## src/rtl/nested_index_counter.sv

```systemverilog
// Multi-level modulo counter walking an N-dimensional index space with a start/done handshake.
// Optional index preload (ld/ld_val) is enabled by defining COUNTER_PRELOAD_EN.
module nested_index_counter #(
  parameter int WORD_LENGTH = 8,
  parameter int LEVELS      = 3
) (
  input  logic                          clk,
  input  logic                          rst,
  input  logic                          clr,
  input  logic                          start,
  input  logic                          en,
`ifdef COUNTER_PRELOAD_EN
  input  logic                          ld,
  input  logic [LEVELS*WORD_LENGTH-1:0] ld_val,
`endif
  input  logic [LEVELS*WORD_LENGTH-1:0] max,
  output logic [LEVELS*WORD_LENGTH-1:0] out,
  output logic [LEVELS-1:0]             carry,
  output logic                          overflow,
  output logic                          busy,
  output logic                          done
);

  localparam int LW = LEVELS * WORD_LENGTH;
  localparam logic [WORD_LENGTH-1:0] ZERO = {WORD_LENGTH{1'b0}};
  localparam logic [WORD_LENGTH-1:0] ONE  = {{(WORD_LENGTH-1){1'b0}}, 1'b1};

  typedef enum logic [1:0] {
    IDLE = 2'd0,
    RUN  = 2'd1,
    DONE = 2'd2
  } state_t;

  state_t           state_r, state_s;
  logic [LW-1:0]    max_r, idx_r, idx_s;
  logic             busy_r, done_r;
  logic             load_s;
  logic [LW-1:0]    load_val_s;
  logic [LW-1:0]    term_s;
  logic [LEVELS-1:0] at_term_s, inc_s, carry_s;
  logic             chain_s;

`ifdef COUNTER_PRELOAD_EN
  assign load_s     = ld & (state_r == RUN);
  assign load_val_s = ld_val;
`else
  assign load_s     = 1'b0;
  assign load_val_s = {LW{1'b0}};
`endif

  // Terminal detection per level and the ripple carry chain (modulus 0 behaves as 1)
  always_comb begin
    chain_s   = (state_r == RUN) & en & ~load_s;
    term_s    = {LW{1'b0}};
    at_term_s = {LEVELS{1'b0}};
    inc_s     = {LEVELS{1'b0}};
    carry_s   = {LEVELS{1'b0}};
    for (int i = 0; i < LEVELS; i++) begin
      if (max_r[i*WORD_LENGTH +: WORD_LENGTH] == ZERO) begin
        term_s[i*WORD_LENGTH +: WORD_LENGTH] = ZERO;
      end else begin
        term_s[i*WORD_LENGTH +: WORD_LENGTH] = max_r[i*WORD_LENGTH +: WORD_LENGTH] - ONE;
      end
      at_term_s[i] = (idx_r[i*WORD_LENGTH +: WORD_LENGTH] == term_s[i*WORD_LENGTH +: WORD_LENGTH]);
      inc_s[i]     = chain_s;
      chain_s      = chain_s & at_term_s[i];
      carry_s[i]   = chain_s;
    end
  end

  assign carry    = carry_s;
  assign overflow = carry_s[LEVELS-1];

  // Next-state and next-index logic; clr overrides everything else
  always_comb begin
    state_s = state_r;
    idx_s   = idx_r;
    if (clr) begin
      state_s = IDLE;
      idx_s   = {LW{1'b0}};
    end else begin
      case (state_r)
        IDLE: begin
          if (start) begin
            state_s = RUN;
            idx_s   = {LW{1'b0}};
          end else begin
            state_s = IDLE;
          end
        end
        RUN: begin
          if (load_s) begin
            // Out-of-range preload fields fall back to 0 so the index stays legal
            for (int i = 0; i < LEVELS; i++) begin
              if (load_val_s[i*WORD_LENGTH +: WORD_LENGTH] < max_r[i*WORD_LENGTH +: WORD_LENGTH]) begin
                idx_s[i*WORD_LENGTH +: WORD_LENGTH] = load_val_s[i*WORD_LENGTH +: WORD_LENGTH];
              end else begin
                idx_s[i*WORD_LENGTH +: WORD_LENGTH] = ZERO;
              end
            end
          end else if (en) begin
            for (int i = 0; i < LEVELS; i++) begin
              if (inc_s[i] && at_term_s[i]) begin
                idx_s[i*WORD_LENGTH +: WORD_LENGTH] = ZERO;
              end else if (inc_s[i]) begin
                idx_s[i*WORD_LENGTH +: WORD_LENGTH] = idx_r[i*WORD_LENGTH +: WORD_LENGTH] + ONE;
              end else begin
                idx_s[i*WORD_LENGTH +: WORD_LENGTH] = idx_r[i*WORD_LENGTH +: WORD_LENGTH];
              end
            end
            if (carry_s[LEVELS-1]) begin
              state_s = DONE;
            end else begin
              state_s = RUN;
            end
          end else begin
            state_s = RUN;
          end
        end
        DONE: begin
          state_s = IDLE;
        end
        default: begin
          state_s = IDLE;
          idx_s   = {LW{1'b0}};
        end
      endcase
    end
  end

  // State, index, latched modulus and registered handshake outputs
  always_ff @(posedge clk or posedge rst) begin
    if (rst) begin
      state_r <= IDLE;
      idx_r   <= {LW{1'b0}};
      max_r   <= {LW{1'b0}};
      busy_r  <= 1'b0;
      done_r  <= 1'b0;
    end else begin
      state_r <= state_s;
      idx_r   <= idx_s;
      busy_r  <= (state_s == RUN);
      done_r  <= (state_s == DONE);
      if (!clr && (state_r == IDLE) && start) begin
        max_r <= max;
      end
    end
  end

  assign out  = idx_r;
  assign busy = busy_r;
  assign done = done_r;

endmodule

```

## config.mk

```make
export PLATFORM = sky130hd
export DESIGN_NAME = nested_index_counter
export DESIGN_NICKNAME = d
export VERILOG_FILES = /design/src/rtl/nested_index_counter.sv
export SDC_FILE = /design/constraint.sdc
export NUM_CORES = 1
export LEC_CHECK = 0
export BUFFER_PORTS_ARGS = -buffer_cell sky130_fd_sc_hd__buf_2
export CORE_ASPECT_RATIO = 1.5
export CORE_MARGIN = 2
export CORE_UTILIZATION = 30
export CTS_CLUSTER_DIAMETER = 40
export DETAILED_ROUTE_END_ITERATION = 10
export SLEW_MARGIN = 20
export SYNTH_ARGS = -nofsm -noshare
export SYNTH_HDL_FRONTEND = slang
export SYNTH_SLANG_ARGS = --single-unit
```

## constraint.sdc

```tcl
create_clock -name clk -period 2.7 [get_ports clk]
set_input_delay 0.54 -clock clk [delete_from_list [all_inputs] [get_ports clk]]
set_output_delay 0.54 -clock clk [all_outputs]
set_load 0.05 [all_outputs]
```

==> results.toml <==
[critical_path]
slowest_stage = "or3b_4"
startpoint = "max_r[8]"
crit_family = "simple AND/OR/NAND/NOR gates"
crit_cells = 10
crit_arrival_ns = 2.67
path_max_fanout = 4
worstPathRequired_ns = 2.16
startpoint_type = "flop"
max_stage_delay_ns = 0.41
reg2reg_slack_ns = -0.28
worst_r2r_endpoint = "out[23]"
timing.rr.start = "max_r[8]"
endpoint_kind = "output port"
r2r_cells = 12
crit_chain = "inv_1 -> ha_4 -> or3b_4 -> nor3_4 -> a211oi_2 -> a2111oi_2 -> and4_4 -> nand2_8 -> nor2_4 -> buf_6"
cp.buffers_inverters = 2
crit_type = "reg -> out"

[pwr]
p_comb_frac = 0.416
seq_power_share = 0.333
total_leakage_power_uw = 0.00231
p_int_uw = 1930
power_switching_uw = 995
swShare = 0.340
p_clk_frac = 0.250
power.density_nw_per_um2 = 563
ir_drop_v = 0.000408

[clock_tree]
htreeDepth = 2
cts_tree = "yes"
cts_num_sinks = 52
worstSkewPairLatency_ns = 0.30
numCtsBuffers = 5
root_buffer = "clkbuf_16"
clkTransAtPathRegs_ns = 0.07
clock_path_buffers = 2

[flow_run]
cap_violations = 0

[synth]
ys_types = 76
yosysTopAreaCell = "dfrtp_1"
synth_top_flop_cell = "dfrtp_1"
synthArstFlopShare = 1.00
syn_nets = 429
syn-instance-count = 394
ys_seq_area_frac = 0.365
synth_edf_count = 0
synthTopCellsByArea = "dfrtp_1 37%, o21ai_0 5.3%, mux2_2 4.7%"
yosysWarnings = 0
ys_ff_latch = 52
yosysTopAreaCellShare = 0.365
syn_area_sq_um = 3560
syn-mean-instance-area_sq_um = 9.04

[sta]
fin_crit_ns = 3.21
fin_crit_sh = 1.19
setup_ws_ns = -0.511
skew_ns = 0.0120
final_hold_viol_count = 0
setup_viol = 17
rsz0062_at_grt = "true"
slew_headroom = 0.537
timing.final.max_slew_violations = 0
fmax_mhz = 311
max_slew.worst_pin.slew_ns = 0.695

[global_route]
grt_pass1_vias = 3705
grt_overflow = 0
gr-usage-all-layers = 0.171
grt_first_pass_wirelength_mm = 17.5
grt_max_degree = 53
grt_antenna_before_repair = 0

[place]
gp_congestion = 0.879
hpwl_mm = 7.80
post_dp_cell_area_sq_um = 4540
dp.cells = 659
port-buffer-count = 58

[finish]
design_area_sq_um = 5190
utilization = 0.450
n_antenna_cell = 0
fin_cells = 680
layout-drive-gt1-share = 0.466
area.growth.synth_to_final_pct = 45.7
finalNetCount = 564

[outcome]
failed_checks = "negative setup slack"
outcome = "complete, but fails checks"

[floorplanning]
start_util = 0.309
die_h_microns = 137
die_area_sq_um = 12800
boundaryPins = 59
rows = 48
coreArea_sq_um = 11500
fp.dieW_microns = 93.0

[route]
wl_per_cell_microns = 15.8
detail_route.vias_per_cell = 5.31
drt_iter0_markers = 133
num_vias = 3610
dr.pass1.iters = 5
drtAntennaViolNets = 0
drt_wl_total_mm = 10.7
drc = 0

[worst_hold_path]
min_path_type = "in -> async"
-- routing by layer --
layer  vias up  wire length, microns  GRT usage
li1       1729                     -          -
met1      1757                  4050      0.180
met2        96                  5910      0.326
met3        28                   316     0.0219
met4         0                   449     0.0931
met5         -                     0          0
-- worst reg2reg max path, stage by stage (launching register included) --
cell       delay (ns)
dfrtp_1          0.40
inv_1            0.11
ha_4             0.16
or3b_4           0.41
nor3_4           0.13
a211oi_2         0.10
a2111oi_2        0.36
and4_4           0.33
buf_4            0.13
buf_6            0.10
a21boi_4         0.06
or4_4            0.51
a22oi_2          0.13
-- kinds of logic after synthesis --
group / after synthesis / synth area share
AOI/OAI and AO/OA: 105 / 0.202
xor gates and xnor gates: 26 / 0.0639
adders and majority gates: 6 / 0.0211
buffers and inverters: 36 / 0.0548
DFF: 52 / 0.365
muxes: 16 / 0.0502
and+or+nand+nor: 153 / 0.242
-- power by group through the flow --
stage	clock network, uW	registers [uW]	logic (uW)
finish	732	975	1220
global route	781	988	1320
detailed placement	0	971	1050
floorplan	0	1010	583
global placement	0	967	1020
CTS	749	968	1140
-- placed cells by master, fill, tap and decap left out, types with 3 or more instances in the layout --
cell type  count
nand2b_1       6
nor3_2         5
and3_1         6
nor2_4         3
o32ai_1        3
a211oi_2       4
mux2_2        15
nor2_1        12
and2_1         3
or3_1          9
inv_1          9
o21ai_1        6
clkbuf_16      5
a21oi_1       10
buf_4         82
o211ai_1       5
buf_6          8
inv_2          4
buf_2         54
xnor2_1        9
nor3_1         9
or4_4          3
o21ai_2        6
o21ai_0       26
or3_4          4
xor2_1        15
nand3_1       10
or2_2          3
and4_1         3
dfrtp_1       50
a22oi_2        3
nor2b_1        3
a31oi_1        5
ha_1           3
nand4_1        3
nand3b_1       5
nor4_1         3
a21oi_2        3
nand2_1       40
buf_8          5
-- state kept, by name, summed over array words and instances, names as in the netlist --
register and cells:
state_r 2, out 24, done 1, max_r 24, busy 1
-- cell usage after synthesis, types with 3 or more instances --
master,count
xor2_1,15
or3_1,13
nor4b_1,3
nor2b_1,3
nor2_1,15
clkbuf_1,9
nand3_1,10
mux2_2,15
o21ai_0,38
and4_1,5
nand3b_1,5
inv_1,14
and2_1,3
nand2_1,42
nor3_1,15
and3_1,6
nand2b_1,7
buf_2,3
o32ai_1,3
or2_2,3
xnor2_1,11
nor4_1,4
nor3b_1,3
o211ai_1,5
a31oi_1,5
ha_1,6
dfrtp_1,52
a22oi_1,3
a21oi_1,13
a211oi_1,5
buf_6,6
nand4_1,3
-- through the flow --
stage | TNS [ns] | hold slack [ns] | power (uW) | setup slack (ns)
detailed placement | -5.05 | 0.529 | 2020 | -0.408
floorplan | -1.57 | 0.547 | 1590 | -0.423
CTS | -2.92 | 0.442 | 2860 | -0.515
global route | -6.00 | 0.453 | 3090 | -0.595
global placement | -3.49 | 0.536 | 1990 | -0.320
finish | -3.60 | 0.433 | 2920 | -0.511
-- final cells by class --
| class | count | area (sq um) |
|---|---|---|
| Fill cell | 1137 | 6340 |
| Multi-Input combinational cell | 306 | 2410 |
| Sequential cell | 52 | 1300 |
| Timing Repair Buffer | 150 | 1070 |
| Tap cell | 150 | 188 |
| Clock buffer | 6 | 129 |
| Inverter | 14 | 55.1 |
| Clock inverter | 2 | 35.0 |
-- worst max path at each step --
stage / end / slack, ns
final: carry[2] / -0.51
after global routing: carry[2] / -0.59
after global placement: carry[2] / -0.32
after CTS: carry[2] / -0.51
after detailed placement: carry[2] / -0.41
after floorplan: carry[2] / -0.42
-- timing repair --
| action | in CTS | in global routing |
|---|---|---|
| setup endpoints to repair | 26 | 30 |
| hold buffers | 0 | 0 |
| buffers inserted | 7 | 6 |
| pin swaps | 11 | 13 |
| gates resized for setup | 64 | 37 |
Power figures use the tool's default switching activity.
